**config.mk**
```make
export PLATFORM = sky130hd
export DESIGN_NAME = traffic_sensor_conditioner
export DESIGN_NICKNAME = d
export VERILOG_FILES = /design/src/rtl/traffic_sensor_conditioner.sv
export SDC_FILE = /design/constraint.sdc
export NUM_CORES = 1
export LEC_CHECK = 0
export ABC_AREA = 0
export BUFFER_PORTS_ARGS = -buffer_cell sky130_fd_sc_hd__buf_4
export CORE_AREA = 2 2 62 64
export CTS_CLUSTER_DIAMETER = 150
export DETAILED_ROUTE_END_ITERATION = 8
export DIE_AREA = 0 0 64 66
export PLACE_DENSITY = 0.82
export SLEW_MARGIN = 10
export SYNTH_ARGS = -nofsm -noshare
export SYNTH_HDL_FRONTEND = slang
export SYNTH_SLANG_ARGS = --single-unit
```
**constraint.sdc**
```tcl
create_clock -name clk -period 4.6 [get_ports clk]
set_clock_uncertainty 0.1 [all_clocks]
set_input_delay 0.69 -clock clk [delete_from_list [all_inputs] [get_ports clk]]
set_output_delay 0.69 -clock clk [all_outputs]
set_load 0.005 [all_outputs]
```
**src/rtl/traffic_sensor_conditioner.sv**
```systemverilog
// traffic_sensor_conditioner: sync, debounce and edge-detect car sensors and parade buttons; SENSOR_HOLD_EN adds Ta/Tb hold-off.
module traffic_sensor_conditioner #(
  parameter int DEB_CYCLES  = 4,
  parameter int HOLD_CYCLES = 8
) (
  input  logic clk,
  input  logic rst,
  input  logic sa_raw,
  input  logic sb_raw,
  input  logic p_btn,
  input  logic r_btn,
  output logic Ta,
  output logic Tb,
  output logic P,
  output logic R,
  output logic err
);
  logic [3:0] s1, s2, held, flip, rise;
  logic [7:0] cnt [4];
  logic p_q, r_q, err_q;
  always_comb begin
    flip = '0;
    for (int c = 0; c < 4; c++)
      flip[c] = (s2[c] != held[c]) && (cnt[c] == 8'(DEB_CYCLES - 1));
    rise = flip & ~held;
  end
  always_ff @(posedge clk) begin
    if (rst) begin
      s1 <= '0;
      s2 <= '0;
      held <= '0;
      for (int c = 0; c < 4; c++) cnt[c] <= '0;
      p_q <= 1'b0;
      r_q <= 1'b0;
      err_q <= 1'b0;
    end else begin
      s1 <= {r_btn, p_btn, sb_raw, sa_raw};
      s2 <= s1;
      held <= held ^ flip;
      for (int c = 0; c < 4; c++) cnt[c] <= (s2[c] == held[c] || flip[c]) ? 8'd0 : cnt[c] + 8'd1;
      p_q <= rise[2] & ~rise[3];
      r_q <= rise[3];
      err_q <= rise[2] & rise[3];
    end
  end
  assign P = p_q;
  assign R = r_q;
  assign err = err_q;
`ifdef SENSOR_HOLD_EN
  logic [7:0] hcnt [2];
  always_ff @(posedge clk) begin
    for (int c = 0; c < 2; c++)
      hcnt[c] <= rst ? 8'd0 :
                 (flip[c] & held[c]) ? 8'(HOLD_CYCLES) :
                 (flip[c] | hcnt[c] == 8'd0) ? 8'd0 : hcnt[c] - 8'd1;
  end
  assign Ta = held[0] | (hcnt[0] != 8'd0);
  assign Tb = held[1] | (hcnt[1] != 8'd0);
`else
  assign Ta = held[0];
  assign Tb = held[1];
`endif
endmodule
```
---- After elaboration in Yosys (flattened, before gate mapping) ----
Memory sizes are Yosys's and may differ from the RTL's.
Cells that the tools add are included.
W data, S select, Z words.
word-level totals
  bits in writable memories ............... 32
  memories ................................ 1
  logic and storage cells ................. 52
  output and inout bits ................... 5
  bits of input ports ..................... 6
  register bits after elaboration ......... 15
operators by class
  multiplexer cells ....................... 11
  add/sub/neg operators ................... 4
  bitwise operators ....................... 10
  equal/unequal tests ..................... 12
  reduce and logical (&&, ||, !) cells .... 8
memory list
  memory  depth  width  read ports  clocked after memory_dff  write ports  RTL line  text
  cnt     4      8      4           0                         4            19        logic [7:0] cnt [4];
operator list
  kind                   number
  $mux W8                8
  $add A8 B1 Y8 const B  4
  $eq A8 B2 Y1 const B   4
  $and A4 B4 Y4          1
  $eq A1 B1 Y1           4
  $logic_and A1 B1 Y1    4
  $logic_or A1 B1 Y1     4
  $ne A1 B1 Y1           4
  $not A4 Y4             1
  $or A1 B1 Y1           4
  $xor A4 B4 Y4          1
  $mux W1                3
  $and A1 B1 Y1          2
  $not A1 Y1             1

---- Logic depth before layout (Yosys ltp) ----
Gate-level depths: netlist of the first run.
  word-level depth ........................ 5
  mapped depth ............................ 4
  mapped depth without buffers ............ 4

---- Worst setup path after synthesis of the first run ----
Ideal clock, no wire load.
  path type ............................... reg-to-reg
  start point ............................. memory cnt[2][0]
  end point ............................... memory cnt[2][2]
  path buffers ............................ 0
  clock period less this slack ............ 1.708 ns
  arrival ................................. 1.477 ns
  library setup time ...................... 0.131 ns
  stages on the path, launching flop included .. 5
  required time ........................... 4.369 ns
  slack ................................... 2.892 ns
  cells stage by stage .................... dfxtp_1 -> ha_1 -> or3b_2 -> o211ai_1 -> nor2_1
RTL lines
  element             RTL line
  start: declaration  19

==> results of run 1 <==
==> worst max path at each step <==
| stage | slack, ns | to | startpoint | depth (start not counted) |
|---|---|---|---|---|
| after floorplan | 2.89 | cnt[2][2] | cnt[2][0] | 4 |
| after global placement | 2.69 | cnt[0][2] | cnt[0][0] | 4 |
| after detailed placement | 2.67 | cnt[2][2] | cnt[2][0] | 4 |
| after CTS | 2.61 | cnt[2][2] | cnt[2][0] | 4 |
| after global routing | 2.47 | cnt[2][2] | cnt[2][0] | 4 |
| final | 2.66 | cnt[2][2] | cnt[2][0] | 4 |
==> worst max-delay path: stages (launching register included) <==
cell and delay, ns:
dfxtp_1 0.42, ha_1 0.29, or3b_2 0.48, o211ai_1 0.43, nor2_1 0.10
==> metrics by stage <==
| step | worst slack, ns | hold WS, ns | area, sq um | utilization (%) |
|---|---|---|---|---|
| 4_1_cts | 2.61 | 0.354 | 2080 | 58.6 |
| 2_1_floorplan | 2.89 | 0.314 | 1870 | - |
| 3_3_place_gp | 2.69 | 0.318 | 1990 | 56.1 |
| 6_report | 2.66 | 0.352 | 2080 | 58.6 |
| 5_1_grt | 2.47 | 0.373 | 2080 | 58.6 |
| 3_5_place_dp | 2.67 | 0.324 | 1990 | 56.1 |
==> cell type report <==
type	count	area, sq um
Sequential cell	47	941
Inverter	10	37.5
Fill cell	307	1470
Timing Repair Buffer	10	75.1
Tap cell	48	60.1
Multi-Input combinational cell	147	880
Clock inverter	2	35.0
Clock buffer	6	51.3
==> logic make-up (layout without fill, tap and decap cells) <==
kind of cell | Yosys count | in the layout | synth area share, %
AO/OA/AOI/OAI | 36 | 36 | 10.5
XOR/XNOR | 16 | 16 | 7.51
adder cells (fa/ha/maj) | 4 | 4 | 2.68
buffers and inverters | 12 | 28 | 2.41
flip-flops | 47 | 47 | 50.4
AND/OR/NAND/NOR | 91 | 91 | 26.5
==> flip-flops by register name, summed over array words and instances (netlist names), named ones only <==
signal	count
cnt	32
R	1
s1	4
s2	4
P	1
err	1
==> where the power goes <==
| group | internal, uW | total [uW] | switching, uW |
|---|---|---|---|
| Clock | 129 | 260 | 132 |
| Combinational | 6.40 | 14.2 | 7.76 |
| Sequential | 411 | 414 | 2.61 |
==> metal layers <==
| metal | wire (um) | vias up |
|---|---|---|
| li1 | - | 754 |
| met1 | 1420 | 650 |
| met2 | 1370 | 24 |
| met3 | 102 | 8 |
| met4 | 110 | 0 |
| met5 | 0 | - |
==> cells in the final DEF (no fill, tap or decap) <==
master     instances
nand4_1            5
o211ai_2           1
inv_1             10
or3b_2             3
a21oi_1           16
nor2_1            22
nor3b_1            1
o21ai_0           16
nand4b_1           1
or3_1             15
xnor2_1            4
or4_4              1
clkbuf_8           1
nor4b_1            1
ha_1               4
nor4_1             3
clkbuf_4           5
nand2_1            9
or4_1              2
buf_4             10
or4b_1             1
dfxtp_1           47
o211ai_1           3
xor2_1            12
nor2b_1            8
nand2b_1           1
clkinv_2           1
bufinv_16          1
nand3_1           18
==> flow_summary.toml, run 1 <==
[clock_network]
postCtsSetupBuffers = 0
cts_root_buf = "clkbuf_4"
cts_tree = "yes"
htreeDepth = 2
clkSlewWorstSetupHoldPaths_ns = 0.13
cts_sinks = 47
clockBufferDepth = 2
clk_latency_ns = 0.38
cts_made_buffers = 5
ctsHoldBuffers = 0
cts_resized = 0

[worst_hold_path]
hold-path-endpoint = "s2[3]"
hp-start = "s1[3]"
hold_path_depth = 1
worstHoldPathType = "reg2reg"

[floorplan]
die_area_sq_um = 4220
chipWidth_um = 64
ioPinCount = 11
num_rows = 22
die_h_um = 66
core_area_sq_um = 3550
initial_utilization_pct = 52.5

[power]
power_uw = 688
cellPowerDensity_nw_per_um2 = 331
leakage_uw = 0.000717
ir_drop_mv = 0.217

[sta]
setup-tns-final_ns = 0
fmax_mhz = 516
hold_viol_final = 0
setup_violations = 0
rsz0062_at_grt = "false"
worst_slew_pin_slew_ns = 0.490
slew_violations = 0
period_minus_slack_ns = 1.94
worst_slew_margin_rel_pct = 67.2
fin_crit_sh_pct = 42.1

[worst_setup_path]
r2r_cells = 4
cp.arrival_ns = 2.09
r2r-start = "cnt[2][0]"
crit_type = "reg2reg"
critPathLaunchType = "flip-flop"
regToRegSetupSlack_ns = 2.66
r2r-end = "cnt[2][2]"
worstPathRequired_ns = 4.75
cp-end-kind = "flip-flop"
path_max_fanout = 6

[finish]
antenna_cells = 0
fin_cells = 270
fin_nets = 231
syn_to_final_growth_pct = 11.5
drive_gt1_share_pct = 10.4

[drt]
drt_iter0_drc = 59
wl_per_cell_um = 11.1
viasPerCell = 5.32
ant_nets = 0
finalWirelength_mm = 3.00
via_count = 1436
dr.pass1.iters = 4
drc = 0

[logic_synthesis]
synth_nets = 216
netlist_instances = 206
yosysWarnings = 0
synth_top_cell_by_area = "dfxtp_1"
avgSynthCellArea_sq_um = 9.06
syn_area_sq_um = 1870
synth_edf_count = 0
ys_seq_elements = 47
yosys_most_used_dff = "dfxtp_1"
yosys.cell_types.count = 25
netlist_top_cells_count = "dfxtp_1, nor2_1, nand3_1, a21oi_1, o21ai_0"
synth_area_leaders = "dfxtp_1, xor2_1, or3_1"
netlist.area_leader.share_pct = 50.4
seq_area_frac_synth_pct = 50.4
synthArstFlopShare_pct = 0
synth_most_common_cell = "dfxtp_1"

[grt]
grt.met3_usage_pct = 3.07
use_met1_pct = 21.2
overflow = 0
grt_pass1_vias = 1279
grt_use_total_pct = 16.9
grt_start_max_net_pins = 17
antenna_found_initial = 0
grt_pass1_wl_mm = 5.44
grt-busiest-layer = "met2"
grt_use_met2_pct = 25.8

[placed_design]
port_buffers = 10
hpwl_mm = 2.09
place_inst = 262
place.gp.congestion = 0.834

[outcome]
status = "complete, no violations"

[job]
cap_violations = 0
Power figures use the tool's default switching activity.
==> inputs of run 2 (changes only) <==
clock period = 1.9 ns   (was 4.6 ns; I/O delays follow)
==> run 2 against run 1 <==
First-iteration DRC count decreased by 34%; hold slack got worse by 0.32 ns; wire length decreased by 1.0%; die area unchanged; critical path type unchanged.
==> flow_summary.toml, run 2 (same netlist as run 1, synthesis figures left out) <==
[clock_network]
cts_sinks = 47
htreeDepth = 2
clkSlewWorstSetupHoldPaths_ns = 0.12
cts_root_buf = "clkbuf_4"
cts_tree = "yes"
cts_resized = 0
clk_latency_ns = 0.36
clockBufferDepth = 2
cts_made_buffers = 5

[power]
cellPowerDensity_nw_per_um2 = 705
power_uw = 1480
leakage_uw = 0.000737
ir_drop_mv = 0.556

[sta]
setup_violations = 0
hold_viol_final = 0
period_minus_slack_ns = 1.71
setup_slack_ns = 0.194
setup-tns-final_ns = 0
fin_crit_sh_pct = 89.8
fmax_mhz = 586
rsz0062_at_grt = "false"
worst_slew_pin_slew_ns = 0.362
slew_violations = 0
worst_slew_margin_rel_pct = 75.6

[drt]
wl_per_cell_um = 10.7
ant_nets = 0
viasPerCell = 5.22
drc = 0
finalWirelength_mm = 2.97
drt_iter0_drc = 39
via_count = 1452
dr.pass1.iters = 4

[finish]
fin_nets = 239
drive_gt1_share_pct = 12.2
largest_register_ffs = 32
largestRegisters = "cnt (32), s1 (4), s2 (4)"
final_cell_mix = "dfxtp_1, nor2_1, nand3_1"
syn_to_final_growth_pct = 12.9
final_common_cell = "dfxtp_1"
top_register = "cnt"
fill_cells = 302
fin_area_sq_um = 2110
antenna_cells = 0

[worst_setup_path]
r2r-start = "cnt[0][0]"
regToRegSetupSlack_ns = 0.19
cp.arrival_ns = 1.92
critPathTopFamily = "simple AND/OR/NAND/NOR gates"
cp-startpoint = "cnt[0][0]"
path_buf_inv = 0
path_max_fanout = 5
cp.depth = 4
r2r_cells = 4
cp-end-kind = "flip-flop"
cp_slowest_stage_delay_ns = 0.48
cp_slowest_cell = "or4b_1"
crit_type = "reg2reg"
worstPathRequired_ns = 2.11
path_cells = "ha_1, or4b_1, or3_1, a21oi_1"
critPathLaunchType = "flip-flop"

[grt]
overflow = 0
grt_pass1_wl_mm = 5.33
grt_pass1_vias = 1283
grt_start_max_net_pins = 17
grt_use_total_pct = 16.5
antenna_found_initial = 0

[floorplan]
ioPinCount = 11
num_rows = 22
die_h_um = 66
chipWidth_um = 64
core_area_sq_um = 3550
initial_utilization_pct = 52.5
die_area_sq_um = 4220

[placed_design]
place.gp.congestion = 0.822
hpwl_mm = 2.18
port_buffers = 10
pre_cts_ws_ns = 0.204
placed_area_sq_um = 2050

[outcome]
status = "complete, no violations"

[worst_hold_path]
hp-start = "p_btn"
worstHoldPathType = "in2reg"

[job]
cap_violations = 0
run 2: how the worst min path moves through the flow:
stage | endpoint | cells after the start
finish | s1[2] | 2
global route | s1[2] | 2
CTS | s1[3] | 2
detailed placement | s2[3] | 1
global placement | s2[2] | 1
floorplan | s1[3] | 1
run 2: layout make-up:
type	count	area, sq um	area share, %
tap	48	60.1	2.85
sequential	47	941	44.7
multi-input combinational	147	880	41.8
inverter	10	37.5	1.78
timing repair buffer	18	138	6.54
clock inverter	1	5.00	0.238
clock buffer	7	45.0	2.14
run 2: stage by stage:
stage / util (%) / instances / hold WS, ns
final: 59.3 / 278 / 0.0273
after global routing: 59.3 / 278 / 0.00340
after CTS: 59.0 / 277 / 0.0101
after detailed placement: 57.6 / 269 / 0.320
after global placement: 57.6 / 269 / 0.320
after floorplan: - / 206 / 0.257
run 2: metal layers:
| metal | global-route usage (%) | vias up | wire length (um) |
|---|---|---|---|
| met5 | 0 | - | 0 |
| met4 | 8.97 | 0 | 76 |
| met3 | 5.11 | 6 | 98 |
| met2 | 27.0 | 21 | 1380 |
| met1 | 19.3 | 653 | 1420 |
| li1 | - | 772 | - |
run 2: where the power goes:
| part | switching [uW] | total, uW | leakage, uW | internal (uW) |
|---|---|---|---|---|
| registers | 6.11 | 1000 | 0.000380 | 996 |
| clock network | 298 | 442 | 0.0000293 | 145 |
| logic | 20.1 | 39.6 | 0.000327 | 19.5 |
| total | 324 | 1480 | 0.000737 | 1160 |
run 2: repair_timing:
action / 4_1_cts / 5_1_grt
hold buffers: 0 / 1
buffers inserted: 0 / 0
hold endpoints to repair: 0 / 1
==> inputs of run 3 (changes only) <==
REMOVE_ABC_BUFFERS = 1   (was default)
==> run 3 against run 2 <==
Largest cell class unchanged; combinational power is 3% lower; wire length is 4.5% higher; clock power is 61% higher.
==> flow_summary.toml, run 3 (same netlist as run 1, synthesis figures left out) <==
[grt]
grt-busiest-layer = "met2"
grt_pass1_vias = 1380
antenna_found_initial = 0
grt_pass1_wl_mm = 5.74
overflow = 0
use_met1_pct = 21.1
grt_start_max_net_pins = 17
grt_use_met2_pct = 28.4
grt.met3_usage_pct = 5.45
grt_use_total_pct = 17.6

[sta]
period_minus_slack_ns = 1.70
slew_violations = 0
fmax_mhz = 588
rsz0062_at_grt = "false"
setup-tns-final_ns = 0
worst_slew_margin_rel_pct = 71.0
fin_crit_sh_pct = 89.6
setup_violations = 0
worst_slew_pin_slew_ns = 0.430
hold_viol_final = 0

[drt]
drt_iter0_drc = 108
wl_per_cell_um = 11.2
viasPerCell = 5.28
drc = 0
finalWirelength_mm = 3.10
via_count = 1463
dr.pass1.iters = 4
ant_nets = 0

[placed_design]
placed_area_sq_um = 2040
hpwl_mm = 2.21
place.gp.congestion = 0.852
port_buffers = 10

[floorplan]
die_h_um = 66
initial_utilization_pct = 52.5
ioPinCount = 11
num_rows = 22
core_area_sq_um = 3550
die_area_sq_um = 4220
chipWidth_um = 64

[power]
p_int_uw = 1430
clkPwrFrac_pct = 40.6
ir_drop_mv = 0.468
power_frac_seq_pct = 57.2
power_frac_comb_pct = 2.2
cellPowerDensity_nw_per_um2 = 816
leakage_uw = 0.000755
sw_frac_of_total_pct = 18.7
switching_power_uw = 328

[finish]
fin_area_sq_um = 2150
largest_register_ffs = 32
drive_gt1_share_pct = 12.2
largestRegisters = "cnt (32), s1 (4), s2 (4)"
fin_nets = 238
top_register = "cnt"
final_cell_mix = "dfxtp_1, nor2_1, nand3_1"
antenna_cells = 0
final_common_cell = "dfxtp_1"
syn_to_final_growth_pct = 15.2

[outcome]
status = "complete, no violations"

[worst_setup_path]
crit_type = "reg2reg"
path_max_fanout = 5
cp.arrival_ns = 1.90
critPathLaunchType = "flip-flop"
regToRegSetupSlack_ns = 0.20
r2r-start = "cnt[1][0]"
worstPathRequired_ns = 2.10
r2r_cells = 4
cp-end-kind = "flip-flop"
cp-startpoint = "cnt[1][0]"

[worst_hold_path]
worstHoldPathType = "in2reg"

[job]
cap_violations = 0

[clock_network]
cts_resized = 0
clockBufferDepth = 2
cts_root_buf = "clkbuf_4"
cts_made_buffers = 5
clkSlewWorstSetupHoldPaths_ns = 0.13
cts_sinks = 47
clk_latency_ns = 0.36
postCtsSetupBuffers = 0
htreeDepth = 2
ctsHoldBuffers = 0
cts_tree = "yes"
-- run 3: changes by cell type in the layout (fill, tap and decap cells not counted), sizes merged --
cell | previous run | this run
bufinv | 0 | 2
buf | 17 | 16
clkbuf | 7 | 6
clkinv | 1 | 0
-- run 3: final cells by class --
type / instances / area (sq um)
clock buffers: 6 / 41.3
clock inverters: 2 / 60.1
fillers: 307 / 1400
inverters: 10 / 37.5
multi-input cells: 147 / 880
flip-flops and latches: 47 / 941
well taps: 48 / 60.1
repair buffers: 17 / 130
-- run 3: critical path: stages, from the launching register on --
cell and delay [ns]:
dfxtp_1 0.41, ha_1 0.22, or3b_2 0.47, or3_1 0.32, a21oi_1 0.12
-- run 3: through the flow --
| stage | instances | setup slack, ns | power (uW) | utilization (%) | hold slack, ns |
|---|---|---|---|---|---|
| after floorplan | 204 | 0.192 | 1040 | - | 0.254 |
| after global placement | 268 | 0.269 | 1060 | 57.4 | 0.318 |
| after detailed placement | 268 | 0.225 | 1060 | 57.4 | 0.320 |
| after CTS | 276 | 0.193 | 1770 | 60.3 | 0.00853 |
| after global routing | 277 | 0.0670 | 1840 | 60.5 | 0.00751 |
| final | 277 | 0.198 | 1750 | 60.5 | 0.0254 |
-- run 3: worst min-delay path by stage --
stage / from / endpoint / slack, ns / cells past startpoint
floorplan: rst / flip-flop / 0.25 / 1
global placement: s1[0] / s2[0] / 0.32 / 1
detailed placement: s1[0] / s2[0] / 0.32 / 1
finish: p_btn / s1[2] / 0.03 / 2
global route: p_btn / s1[2] / 0.008 / 2
CTS: sb_raw / s1[1] / 0.009 / 2
-- run 3: power by group through the flow --
| stage | sequential, uW | combinational, uW | clock, uW |
|---|---|---|---|
| floorplan | 1020 | 18.6 | 0 |
| finish | 1000 | 38.5 | 713 |
| global placement | 1020 | 36.9 | 0 |
| global route | 1000 | 43.9 | 787 |
| detailed placement | 1020 | 37.1 | 0 |
| CTS | 1000 | 37.1 | 733 |
-- run 3: routing by layer --
metal / vias up / part of all wire, %
met5: - / 0
met4: 0 / 2.4
met3: 7 / 3.9
met2: 24 / 43
met1: 667 / 50
li1: 765 / -
